**config.mk**
```make
export PLATFORM = sky130hd
export DESIGN_NAME = hyper_cordic_iter
export DESIGN_NICKNAME = d
export VERILOG_FILES = /design/src/rtl/hyper_cordic_iter_pkg.sv /design/src/rtl/fixedAddSub.sv /design/src/rtl/hyper_cordic_microrot.sv /design/src/rtl/hyper_cordic_iter.sv
export SDC_FILE = /design/constraint.sdc
export NUM_CORES = 1
export LEC_CHECK = 0
export CORE_MARGIN = 2
export CORE_UTILIZATION = 50
export CTS_CLUSTER_DIAMETER = 50
export DETAILED_ROUTE_END_ITERATION = 8
export GPL_TIMING_DRIVEN = 1
export PLACE_DENSITY = 0.76
export SETUP_SLACK_MARGIN = 0.2
export SLEW_MARGIN = 30
export SYNTH_ARGS = -nofsm -noshare
export SYNTH_HDL_FRONTEND = slang
export SYNTH_HIERARCHICAL = 1
export SYNTH_SLANG_ARGS = --single-unit
```
**constraint.sdc**
```tcl
create_clock -name clk -period 5.9 [get_ports clk]
set_input_delay 0.885 -clock clk [delete_from_list [all_inputs] [get_ports clk]]
set_output_delay 0.885 -clock clk [all_outputs]
set_load 0.03 [all_outputs]
```
**src/rtl/hyper_cordic_iter_pkg.sv**
```systemverilog
// Shared constants for the iterative hyperbolic CORDIC engine: widths, FSM states,
// the atanh(2^-i) table and the indices that hyperbolic convergence requires to be run twice.
package hyper_cordic_iter_pkg;

  localparam int I_INT_WIDTH = 4;
  localparam int I_FRA_WIDTH = 16;
  localparam int IDWIDTH     = 1 + I_INT_WIDTH + I_FRA_WIDTH;
  localparam int IDX_W       = 6;

  localparam logic [IDX_W-1:0] IDX_FIRST  = 6'd3;
  localparam logic [IDX_W-1:0] IDX_MAX    = 6'd39;
  localparam logic [IDX_W-1:0] REP_IDX_LO = 6'd4;
  localparam logic [IDX_W-1:0] REP_IDX_HI = 6'd13;

  typedef enum logic [1:0] {
    ST_IDLE = 2'd0,
    ST_RUN  = 2'd1,
    ST_DONE = 2'd2
  } state_e;

  // round(atanh(2^-i) * 2^16) for i = 3..39; entries past 17 round to zero
  localparam logic [IDWIDTH-1:0] ATANH_LUT [3:39] = '{
    21'd8235, 21'd4101, 21'd2049, 21'd1024, 21'd512, 21'd256, 21'd128,
    21'd64,   21'd32,   21'd16,   21'd8,    21'd4,   21'd2,   21'd1,
    21'd1,    21'd0,    21'd0,    21'd0,    21'd0,   21'd0,   21'd0,
    21'd0,    21'd0,    21'd0,    21'd0,    21'd0,   21'd0,   21'd0,
    21'd0,    21'd0,    21'd0,    21'd0,    21'd0,   21'd0,   21'd0,
    21'd0,    21'd0
  };

  function automatic logic is_rep_idx(input logic [IDX_W-1:0] idx);
    return (idx == REP_IDX_LO) || (idx == REP_IDX_HI);
  endfunction

endpackage

```
**src/rtl/fixedAddSub.sv**
```systemverilog
// Signed fixed-point adder/subtractor (MODE 0 add, MODE 1 sub) with overflow flag
// and optional saturation to the most positive / most negative word.
module fixedAddSub #(
  parameter int WIDTH = 21,
  parameter int MODE  = 0,
  parameter bit SAT   = 1'b0
) (
  input  logic [WIDTH-1:0] a,
  input  logic [WIDTH-1:0] b,
  output logic [WIDTH-1:0] y,
  output logic             ovf
);

  logic [WIDTH:0] ext_s;

  always_comb begin
    if (MODE == 0) begin
      ext_s = {a[WIDTH-1], a} + {b[WIDTH-1], b};
    end else begin
      ext_s = {a[WIDTH-1], a} - {b[WIDTH-1], b};
    end
    ovf = ext_s[WIDTH] ^ ext_s[WIDTH-1];
    if (SAT && ovf) begin
      y = ext_s[WIDTH] ? {1'b1, {(WIDTH-1){1'b0}}} : {1'b0, {(WIDTH-1){1'b1}}};
    end else begin
      y = ext_s[WIDTH-1:0];
    end
  end

endmodule

```
**src/rtl/hyper_cordic_microrot.sv**
```systemverilog
// One combinational hyperbolic micro-rotation at shift index idx.
// HYPER_CORDIC_SAT_EN selects saturating arithmetic and adds the ovf output.
module hyper_cordic_microrot
  import hyper_cordic_iter_pkg::*;
#(
  parameter int DWIDTH = IDWIDTH
) (
  input  logic [DWIDTH-1:0] x,
  input  logic [DWIDTH-1:0] y,
  input  logic [DWIDTH-1:0] z,
  input  logic [IDX_W-1:0]  idx,
  input  logic [DWIDTH-1:0] lut,
  output logic [DWIDTH-1:0] x_nxt,
  output logic [DWIDTH-1:0] y_nxt,
  output logic [DWIDTH-1:0] z_nxt
`ifdef HYPER_CORDIC_SAT_EN
  ,
  output logic              ovf
`endif
);

`ifdef HYPER_CORDIC_SAT_EN
  localparam bit SAT_EN = 1'b1;
`else
  localparam bit SAT_EN = 1'b0;
`endif

  logic              d_pos;
  logic [DWIDTH-1:0] x_sh, y_sh;
  logic [DWIDTH-1:0] x_add, x_sub, y_add, y_sub, z_add, z_sub;
  logic              x_add_ovf, x_sub_ovf, y_add_ovf, y_sub_ovf, z_add_ovf, z_sub_ovf;
  logic              ovf_sel;

  // d = +1 when z is non-negative; shifts floor toward minus infinity
  assign d_pos = ~z[DWIDTH-1];
  assign x_sh  = $signed(x) >>> idx;
  assign y_sh  = $signed(y) >>> idx;

  fixedAddSub #(.WIDTH(DWIDTH), .MODE(0), .SAT(SAT_EN)) u_x_add (.a(x), .b(y_sh), .y(x_add), .ovf(x_add_ovf));
  fixedAddSub #(.WIDTH(DWIDTH), .MODE(1), .SAT(SAT_EN)) u_x_sub (.a(x), .b(y_sh), .y(x_sub), .ovf(x_sub_ovf));
  fixedAddSub #(.WIDTH(DWIDTH), .MODE(0), .SAT(SAT_EN)) u_y_add (.a(y), .b(x_sh), .y(y_add), .ovf(y_add_ovf));
  fixedAddSub #(.WIDTH(DWIDTH), .MODE(1), .SAT(SAT_EN)) u_y_sub (.a(y), .b(x_sh), .y(y_sub), .ovf(y_sub_ovf));
  fixedAddSub #(.WIDTH(DWIDTH), .MODE(0), .SAT(SAT_EN)) u_z_add (.a(z), .b(lut),  .y(z_add), .ovf(z_add_ovf));
  fixedAddSub #(.WIDTH(DWIDTH), .MODE(1), .SAT(SAT_EN)) u_z_sub (.a(z), .b(lut),  .y(z_sub), .ovf(z_sub_ovf));

  assign x_nxt   = d_pos ? x_add : x_sub;
  assign y_nxt   = d_pos ? y_add : y_sub;
  assign z_nxt   = d_pos ? z_sub : z_add;
  assign ovf_sel = d_pos ? (x_add_ovf | y_add_ovf | z_sub_ovf)
                         : (x_sub_ovf | y_sub_ovf | z_add_ovf);

`ifdef HYPER_CORDIC_SAT_EN
  assign ovf = ovf_sel;
`else
  logic unused_ovf;
  assign unused_ovf = ovf_sel;
`endif

endmodule

```
**src/rtl/hyper_cordic_iter.sv**
```systemverilog
// Iterative hyperbolic CORDIC: runs micro-rotations 3..N_ITER (4 and 13 twice) on one shared datapath.
// Define HYPER_CORDIC_SAT_EN for saturating add/sub and the sticky ovf output.
module hyper_cordic_iter
  import hyper_cordic_iter_pkg::*;
#(
  parameter int INT_WIDTH = I_INT_WIDTH,
  parameter int FRA_WIDTH = I_FRA_WIDTH,
  parameter int DWIDTH    = 1 + INT_WIDTH + FRA_WIDTH,
  parameter int N_ITER    = 16
) (
  input  logic              clk,
  input  logic              rst_n,
  input  logic              in_valid,
  output logic              in_ready,
  input  logic [DWIDTH-1:0] x_in,
  input  logic [DWIDTH-1:0] y_in,
  input  logic [DWIDTH-1:0] z_in,
  output logic              out_valid,
  input  logic              out_ready,
  output logic [DWIDTH-1:0] x_out,
  output logic [DWIDTH-1:0] y_out,
  output logic [DWIDTH-1:0] z_out,
  output logic              busy
`ifdef HYPER_CORDIC_SAT_EN
  ,
  output logic              ovf
`endif
);

  localparam logic [IDX_W-1:0] LAST_IDX = IDX_W'(N_ITER);

  state_e            state_q, state_d;
  logic [IDX_W-1:0]  i_q, i_d;
  logic              rep_q, rep_d;
  logic [DWIDTH-1:0] x_q, x_d, y_q, y_d, z_q, z_d;
  logic              in_ready_q, in_ready_d;
  logic              out_valid_q, out_valid_d;
  logic              busy_q, busy_d;
  logic [DWIDTH-1:0] lut_s, x_rot_s, y_rot_s, z_rot_s;
`ifdef HYPER_CORDIC_SAT_EN
  logic              ovf_q, ovf_d, rot_ovf_s;
`endif

  always_comb begin
    lut_s = '0;
    if ((i_q >= IDX_FIRST) && (i_q <= IDX_MAX)) begin
      lut_s = DWIDTH'(ATANH_LUT[i_q]);
    end else begin
      lut_s = '0;
    end
  end

  hyper_cordic_microrot #(.DWIDTH(DWIDTH)) u_microrot (
    .x     (x_q),
    .y     (y_q),
    .z     (z_q),
    .idx   (i_q),
    .lut   (lut_s),
    .x_nxt (x_rot_s),
    .y_nxt (y_rot_s),
    .z_nxt (z_rot_s)
`ifdef HYPER_CORDIC_SAT_EN
    ,
    .ovf   (rot_ovf_s)
`endif
  );

  always_comb begin
    state_d = state_q;
    i_d     = i_q;
    rep_d   = rep_q;
    x_d     = x_q;
    y_d     = y_q;
    z_d     = z_q;
`ifdef HYPER_CORDIC_SAT_EN
    ovf_d   = ovf_q;
`endif
    case (state_q)
      ST_IDLE: begin
        if (in_valid) begin
          state_d = ST_RUN;
          i_d     = IDX_FIRST;
          rep_d   = 1'b0;
          x_d     = x_in;
          y_d     = y_in;
          z_d     = z_in;
`ifdef HYPER_CORDIC_SAT_EN
          ovf_d   = 1'b0;
`endif
        end else begin
          state_d = ST_IDLE;
        end
      end
      ST_RUN: begin
        x_d = x_rot_s;
        y_d = y_rot_s;
        z_d = z_rot_s;
`ifdef HYPER_CORDIC_SAT_EN
        ovf_d = ovf_q | rot_ovf_s;
`endif
        // a repeat index runs once more with rep set before the index advances or the run ends
        if (is_rep_idx(i_q) && !rep_q) begin
          rep_d = 1'b1;
        end else if (i_q == LAST_IDX) begin
          rep_d   = 1'b0;
          state_d = ST_DONE;
        end else begin
          rep_d = 1'b0;
          i_d   = i_q + 6'd1;
        end
      end
      ST_DONE: begin
        if (out_ready) begin
          state_d = ST_IDLE;
        end else begin
          state_d = ST_DONE;
        end
      end
      default: begin
        state_d = ST_IDLE;
      end
    endcase
    in_ready_d  = (state_d == ST_IDLE);
    out_valid_d = (state_d == ST_DONE);
    busy_d      = (state_d == ST_RUN);
  end

  always_ff @(posedge clk or negedge rst_n) begin
    if (!rst_n) begin
      state_q     <= ST_IDLE;
      i_q         <= IDX_FIRST;
      rep_q       <= 1'b0;
      x_q         <= '0;
      y_q         <= '0;
      z_q         <= '0;
      in_ready_q  <= 1'b1;
      out_valid_q <= 1'b0;
      busy_q      <= 1'b0;
`ifdef HYPER_CORDIC_SAT_EN
      ovf_q       <= 1'b0;
`endif
    end else begin
      state_q     <= state_d;
      i_q         <= i_d;
      rep_q       <= rep_d;
      x_q         <= x_d;
      y_q         <= y_d;
      z_q         <= z_d;
      in_ready_q  <= in_ready_d;
      out_valid_q <= out_valid_d;
      busy_q      <= busy_d;
`ifdef HYPER_CORDIC_SAT_EN
      ovf_q       <= ovf_d;
`endif
    end
  end

  assign in_ready  = in_ready_q;
  assign out_valid = out_valid_q;
  assign busy      = busy_q;
  assign x_out     = x_q;
  assign y_out     = y_q;
  assign z_out     = z_q;
`ifdef HYPER_CORDIC_SAT_EN
  assign ovf       = ovf_q;
`endif

endmodule

```
# Word level (Yosys, flattened, before mapping)
# Memory sizes are Yosys's and may differ from the RTL's.
# Index checks and enable logic that the tools add are counted.
# W data, S select, Z words.
[word_totals]
regBits = 75
romBits = 1344
input_bits = 67
out_inout_bits = 66
mem_count = 1
[op_classes]
n_addsub = 7
n_lt_le_gt_ge = 3
n_eq_ne = 10
shifts = 2
mux = 24
n_bitwise = 1
reduce_logical = 9
[mem_list]
columns = ["memory", "words", "word_bits", "rd", "rd_clocked_by_memory_dff", "wr", "line_no", "rtl"]
rows = [
  ["(no name shown)", 64, 21, 1, 0, 0, "hyper_cordic_iter.sv:47", "lut_s = DWIDTH'(ATANH_LUT[i_q]);"],
]
[ops]
columns = ["op", "n"]
rows = [
  ["$mux W21", 9],
  ["$pmux W21 S2", 3],
  ["$add A21 B21 Y21", 3],
  ["$sub A21 B21 Y21", 3],
  ["$sshr A21 B6 Y21", 2],
  ["$mux W6", 3],
  ["$pmux W6 S2", 1],
  ["$ge A7 B7 Y1 const B", 1],
  ["$not A6 Y7", 1],
  ["$add A6 B1 Y6 const B", 1],
  ["$eq A6 B3 Y1 const B", 1],
  ["$eq A6 B4 Y1 const B", 1],
  ["$eq A6 B5 Y1 const B", 1],
  ["$ge A6 B2 Y1 const B", 1],
  ["$le A6 B6 Y1 const B", 1],
  ["$mux W2", 3],
  ["$ne A2 B2 Y1 const B", 3],
  ["$pmux W2 S3", 1],
  ["$eq A2 B1 Y1 const B", 2],
  ["$eq A2 B2 Y1 const B", 2],
  ["$logic_not A2 Y1", 2],
  ["$reduce_and A4 Y1", 1],
  ["$mux W1", 3],
  ["$logic_and A1 B1 Y1", 2],
  ["5 further kinds", 5],
]

# Depth between registers and ports, before layout
# Gate-level depths: netlist of the first run.
[logic_depth]
ltp_word = 8
mapped_depth = 19
depth_no_buf = 15

# Cells and area by module
# Netlist of the first run, hierarchy kept.
[modules_own_cells]
columns = ["module", "n_inst", "cells_each", "area_each_um2"]
rows = [
  ["hyper_cordic_iter", 1, 366, 3699.8],
  ["hyper_cordic_microrot", 1, 362, 3399.5],
  ["fixedAddSub at u_microrot.u_x_sub ...", 2, 174, 1202.4],
  ["fixedAddSub at u_microrot.u_x_add ...", 2, 140, 1058.5],
  ["fixedAddSub at u_microrot.u_z_sub", 1, 164, 1129.8],
  ["fixedAddSub at u_microrot.u_z_add", 1, 135, 1012.2],
]

# Least setup slack after synthesis of the first run
# No wires, ideal clock.
[synth_path]
path_kind = "register to register"
from = "register i_q[1]"
to = "register y_q[20], in the netlist y_out[20]"
setup_ns = 0.133
t_arrival_ns = 4.235
required_time_ns = 5.767
setup_slack_ns = 1.532
path_stages_with_launch = 19
n_path_buf = 3
cell_sequence = "dfstp_2 buf_6 buf_6 buf_6 mux4_2 mux2_2 a21oi_1 a31oi_1 ha_1 fa_1 a211oi_2 o21ai_2 o2111ai_2 a21boi_0 a2111o_1 xor2_1 mux2_2 mux2i_1 o21ai_0"
[synth_via]
elab_chain_cells = 4
[synth_rtl]
columns = ["element", "line_no", "rtl"]
rows = [
  ["start: declaration", "hyper_cordic_iter.sv:33", "logic [IDX_W-1:0] i_q, i_d;"],
  ["start signal: assignment", "hyper_cordic_iter.sv:144", "i_q <= i_d;"],
  ["$sshr A21 B6 Y21", "hyper_cordic_microrot.sv:36", "assign x_sh = $signed(x) >>> idx;"],
  ["net u_microrot.x_sh[0]", "hyper_cordic_microrot.sv:29", "logic [DWIDTH-1:0] x_sh, y_sh;"],
  ["$add A21 B21 Y21", "fixedAddSub.sv:18", "ext_s = {a[WIDTH-1], a} + {b[WIDTH-1], b};"],
  ["net u_microrot.y_add[20]", "hyper_cordic_microrot.sv:30", "logic [DWIDTH-1:0] x_add, x_sub, y_add, y_sub, z_add, z_sub;"],
  ["$mux W21", "hyper_cordic_microrot.sv:47", "assign y_nxt = d_pos ? y_add : y_sub;"],
  ["net y_rot_s[20]", "hyper_cordic_iter.sv:39", "logic [DWIDTH-1:0] lut_s, x_rot_s, y_rot_s, z_rot_s;"],
  ["$pmux W21 S2", "hyper_cordic_iter.sv:78", "case (state_q)"],
  ["end signal: assignment", "hyper_cordic_iter.sv:147", "y_q <= y_d;"],
  ["end: declaration", "hyper_cordic_iter.sv:35", "logic [DWIDTH-1:0] x_q, x_d, y_q, y_d, z_q, z_d;"],
]
# The timed path passes the listed nets, and every way through them passes these cells.
# A chain may end at the register's enable or synchronous reset.

# Final worst setup path of the first run
# Same ends and word-level chain as after synthesis.

==> results.md, run 1 <==
- Full die area: 28200 um^2
- Height of the die: 168 um
- Clock Latency Late Sink: 0.36 ns
- Pin count of the biggest net entering global routing: 67
- Slew HR: 0.387
- Cell breakdown of the critical path: buf_4, mux4_2, mux2_2, nand2_1, a31oi_1, ha_1, fa_1, a211oi_2, o21ai_2, o2111ai_2, a21boi_0, a2111o_1, xor2_1, mux2_2, mux2i_1, o21ai_0
- Layout cells sized above 1: 0.135
- I/O pins: 133
- Min cycle time layout: 5.12 ns
- Mapped Cells: 1601
- Critical Path AT: 5.34 ns
- Worst min path class: input pin to async pin
- CP peak stage delay: 0.88 ns
- First drt pass iteration count: 6
- Syn_area_per_cell: 8.38 um^2
- Slew of the pin with the lowest slew margin: 0.920 ns
- Core area: 26200 um^2
- Post-DR wirelength/cell: 20.1 um
- DPL Wire Length: 31400 um
- Setup bufs post-CTS: 0
- RR Endpoint: y_out[20]
- Initial antenna violation count: 0
- Fill count: 2368
- Area delta synth->final: 13.8%
- RSZ-0062 raised after global routing: no
- Gpl congestion: 0.960
- DRT Wirelength: 41000 um
- CTS max path bufs: 2
- Crit end category: flip-flop
- Worst Path Required: 6.12 ns
- Setup TNS Final: 0 ns
- Setup Skew: 0.0144 ns
- Cell Area, Synth: 13400 um^2
- Std cell rows: 59
- Final hold vios: 0
- Root Buffer: clkbuf_16
- Pins over their slew limit: 0
- Die width: 168 um
- Layout Nets: 1905
- Antenna diode count: 0
- Setup violators final: 0
- Status: finished, final reports clean
- Grt ovf: 0
- Drt drc: 0
- Reg2Reg Depth: 16
- Hold-fix buffers, CTS: 0
- CTS buffer count: 9
- Post-route ant nets: 0
- Critical-path top delay cell: dfstp_4
- Reg2reg start: i_q[1]
- Max-Cap Viols: 0
- Clk sinks: 75
- Fmax: 0.195 GHz
- First-pass GRT wire length: 65000 um
- Startpoint Class: flip-flop
- CTS tree: done
- Crit-path max FO: 34
- Fin crit share: 0.868
- CTS H-tree lvls: 3
- YS warnings: 6
- IO buf count: 132
- R2R setup slack: 0.78 ns
- Critical path class: flip-flop to flip-flop
- Worst-path clk slew: 0.07 ns
- First DRT Iteration DRCs: 1135
- Tot GR Track Use: 0.285
- Vias/cell: 6.26
- Post-CTS Resized: 0
- Initial Utilization: 0.512
- Via count: 12777
- Vias in the first global route: 12145
- Most used cell, CP: mux2_2
-- layout make-up --
class	instances	area [um^2]	share of cell area
clock buffer	13	250	0.0164
clock inverter	3	40.0	0.00262
inverter	97	364	0.0238
multi-input combinational	1362	10800	0.706
sequential	75	1890	0.124
tap	335	419	0.0274
timing repair buffer	155	1520	0.0998
-- registers in the layout, summed over array words and instances, names as in the netlist --
name / cells
busy: 1
i_q: 6
in_ready: 1
out_valid: 1
rep_q: 1
state_q: 2
x_out: 21
y_out: 21
z_out: 21
-- routing by layer --
layer  routed length (um)  part of all wire  track usage  vias to the layer above
met2                19100              0.47        0.478                      473
met5                    0                 0            0                        -
met3                 2440             0.060       0.0334                       82
met4                 1080             0.026       0.0786                        0
li1                     -                 -            -                     6084
met1                18400              0.45        0.389                     6138
-- how the worst max path moves through the flow --
| stage | start | to | depth (start not counted) |
|---|---|---|---|
| 2_1_floorplan | i_q[1] | y_out[20] | 18 |
| 3_3_place_gp | i_q[1] | y_out[20] | 16 |
| 3_5_place_dp | i_q[1] | y_out[20] | 16 |
| 4_1_cts | i_q[1] | y_out[20] | 16 |
| 5_1_grt | i_q[1] | y_out[20] | 16 |
| 6_report | i_q[1] | y_out[20] | 16 |
-- metrics by stage --
stage	area (um^2)	cells	utilization	worst slack, ns	hold slack, ns
floorplan	13500	1614	-	1.57	0.514
global placement	15000	2023	0.571	1.00	0.530
detailed placement	15000	2024	0.572	0.854	0.544
CTS	15300	2040	0.583	0.832	0.472
global route	15300	2040	0.583	0.572	0.493
finish	15300	2040	0.583	0.781	0.451
-- cells in the final DEF, fill, tap and decap left out, types with 22 or more instances in the layout --
cell type and n:
a21o_1 42, a21oi_1 115, a31oi_1 22, buf_4 22
clkdlybuf4s50_1 131, dfrtp_1 70, ha_1 132, inv_1 95
mux2_2 85, mux2i_1 98, mux4_2 34, nand2_1 165
nand3_1 22, nor2_1 74, nor2b_1 23, o21ai_0 109
xnor2_1 61, xor2_1 43
-- worst max-delay path: cells and delay by family, from the launching register on --
family | cells | cell delay (ns)
AOI/OAI and AO/OA | 7 | 1.55
xor gates and xnor gates | 1 | 0.15
adders and majority gates | 2 | 0.72
buffers and inverters | 1 | 0.36
DFF | 1 | 0.88
muxes | 4 | 1.25
and+or+nand+nor | 1 | 0.08
Power of run 1 is not shown: default switching activity piles up to over one toggle a cycle in this logic, so the estimate is an artifact.
==> run 2, diff against run 1 <==
--- a/config.mk
+++ b/config.mk
@@ -12,6 +12,7 @@
 export GPL_TIMING_DRIVEN = 1
 export PLACE_DENSITY = 0.76
 export SETUP_SLACK_MARGIN = 0.2
+export SKIP_LAST_GASP = 1
 export SLEW_MARGIN = 30
 export SYNTH_ARGS = -nofsm -noshare
 export SYNTH_HDL_FRONTEND = slang
==> constraint.sdc (replaced) <==
create_clock -name clk -period 5.7 [get_ports clk]
set_input_delay 0.855 -clock clk [delete_from_list [all_inputs] [get_ports clk]]
set_output_delay 0.855 -clock clk [all_outputs]
set_load 0.03 [all_outputs]
==> run 2 against run 1 <==
Effect of this change:
- clock skew barely moved
- worst setup slack got worse by 0.029 ns
- count of clock-buffer cells in the layout fell by 1
- register-to-register slack got worse by 0.03 ns
- global-route usage rose by 0.56 points
- sequential cell count did not move
- via count rose by 0.34%
- die area did not move
- fmax rose by 3.5%
- cell count fell by 0.15%
- hold slack got worse by 0.027 ns
- critical endpoint is now y_out[19]
==> results.md, run 2 (synthesis gave the netlist of run 1 again) <==
- Crit-path max FO: 47 (was 34)
- GRT met1 Usage: 0.400 (was 0.389)
- Pins over their slew limit: 0 (unchanged)
- Post-route ant nets: 0 (unchanged)
- First-pass GRT wire length: 66200 um (was 65000 um)
- Worst setup path endpoint: y_out[19] (was y_out[20])
- Layout cells sized above 1: 0.135 (about the same)
- Reg2reg start: i_q[2] (was i_q[1])
- IO buf count: 132 (unchanged)
- R2R setup slack: 0.75 ns (was 0.78 ns)
- Crit end category: flip-flop (unchanged)
- Slew HR: 0.364 (was 0.387)
- Initial Utilization: 0.512 (unchanged)
- Min cycle time layout: 4.95 ns (was 5.12 ns)
- Top Usage Layer GRT: met2 (unchanged)
- Setup Skew: 0.0141 ns (was 0.0144 ns)
- Vias/cell: 6.29 (was 6.26)
- Worst-path clk slew: 0.07 ns (about the same)
- Post-DR wirelength/cell: 20.3 um (was 20.1 um)
- Reg2Reg Depth: 14 (was 16)
- Setup bufs post-CTS: 0 (unchanged)
- Drt drc: 0 (unchanged)
- Setup TNS Final: 0 ns (unchanged)
- Max-Cap Viols: 0 (unchanged)
- Fin crit share: 0.868 (about the same)
- Final hold vios: 0 (unchanged)
- Via count: 12820 (was 12777)
- Setup crit start: i_q[2] (was i_q[1])
- Critical path class: flip-flop to flip-flop (unchanged)
- Status: finished, final reports clean (unchanged)
- Initial antenna violation count: 0 (unchanged)
- Met3 Usage GRT: 0.0505 (was 0.0334)
- RSZ-0062 raised after global routing: no (unchanged)
- Layout Nets: 1902 (was 1905)
- Height of the die: 168 um (unchanged)
- Fill count: 2407 (was 2368)
- DPL Wire Length: 31800 um (was 31400 um)
- Pin count of the biggest net entering global routing: 112 (was 67)
- Root Buffer: clkbuf_16 (unchanged)
- Std cell rows: 59 (unchanged)
- Full die area: 28200 um^2 (unchanged)
- Startpoint Class: flip-flop (unchanged)
- Antenna diode count: 0 (unchanged)
- Vias in the first global route: 12332 (was 12145)
- DRT Wirelength: 41300 um (was 41000 um)
- CTS H-tree lvls: 3 (unchanged)
- Clk sinks: 75 (unchanged)
- Area delta synth->final: 13.7% (was 13.8%)
- CTS max path bufs: 2 (unchanged)
- Worst min path class: input pin to async pin (unchanged)
- Fmax: 0.202 GHz (was 0.195 GHz)
- Die width: 168 um (unchanged)
- CTS buffer count: 9 (unchanged)
- Worst Path Required: 5.91 ns (was 6.12 ns)
- Grt ovf: 0 (unchanged)
- Setup violators final: 0 (unchanged)
- Tot GR Track Use: 0.290 (was 0.285)
- CTS tree: done (unchanged)
- Critical Path AT: 5.16 ns (was 5.34 ns)
- Gpl congestion: 0.951 (was 0.960)
- RR Endpoint: y_out[19] (was y_out[20])
- Clock Latency Late Sink: 0.36 ns (about the same)
- Post-CTS Resized: 0 (unchanged)
- Most common cell after layout, fill and taps aside: nand2_1 (unchanged)
- First DRT Iteration DRCs: 1234 (was 1135)
- Slew of the pin with the lowest slew margin: 0.954 ns (was 0.920 ns)
- Most frequent cells in the layout: nand2_1, ha_1, clkdlybuf4s50_1 (unchanged)
- Met2 Track Usage GR: 0.459 (was 0.478)
- I/O pins: 133 (unchanged)
- Hold-fix buffers, CTS: 0 (unchanged)
- First drt pass iteration count: 6 (unchanged)
- Core area: 26200 um^2 (unchanged)
[run 2: cell type report]
| class | count | area, um^2 | area share |
|---|---|---|---|
| Multi-Input combinational cell | 1362 | 10800 | 0.707 |
| Sequential cell | 75 | 1890 | 0.124 |
| Timing Repair Buffer | 152 | 1480 | 0.0967 |
| Tap cell | 335 | 419 | 0.0275 |
| Inverter | 97 | 364 | 0.0239 |
| Clock buffer | 12 | 256 | 0.0168 |
| Clock inverter | 4 | 72.6 | 0.00475 |
[run 2: how the worst min path moves through the flow]
stage	startpoint	endpoint	slack, ns	cells past startpoint
after floorplan	state_q[0]	out_valid	0.51	1
after global placement	z_out[0]	z_out[0]	0.53	2
after detailed placement	z_out[0]	z_out[0]	0.54	2
after CTS	rst_n	x_out[10]	0.43	1
after global routing	rst_n	x_out[10]	0.45	1
final	rst_n	x_out[10]	0.42	1
[run 2: worst max-delay path, stage by stage (launching register included)]
cell	delay (ns)
dfrtp_2	0.98
clkinv_1	0.50
mux2_2	0.35
nand2_1	0.05
a31oi_1	0.54
ha_1	0.36
a211o_1	0.29
a211oi_2	0.27
o21ai_0	0.36
a211oi_1	0.29
o21ai_0	0.15
xor2_1	0.16
mux2_2	0.27
mux2i_1	0.12
o21ai_0	0.09
[run 2: through the flow]
step                setup slack [ns]  cells  area [um^2]  utilization  hold WS (ns)
floorplan                       1.37   1614        13500            -         0.514
global placement               0.937   2021        14900        0.570         0.534
detailed placement             0.851   2021        14900        0.570         0.538
CTS                            0.830   2037        15300        0.582         0.434
global route                   0.389   2037        15300        0.583         0.454
finish                         0.752   2037        15300        0.583         0.424
[run 2: routing by layer]
layer	share of wire	wire, um
met1	0.45	18400
met2	0.45	18600
met3	0.070	2900
met4	0.033	1360
met5	0	0
Power of run 2 is left out for the same reason.
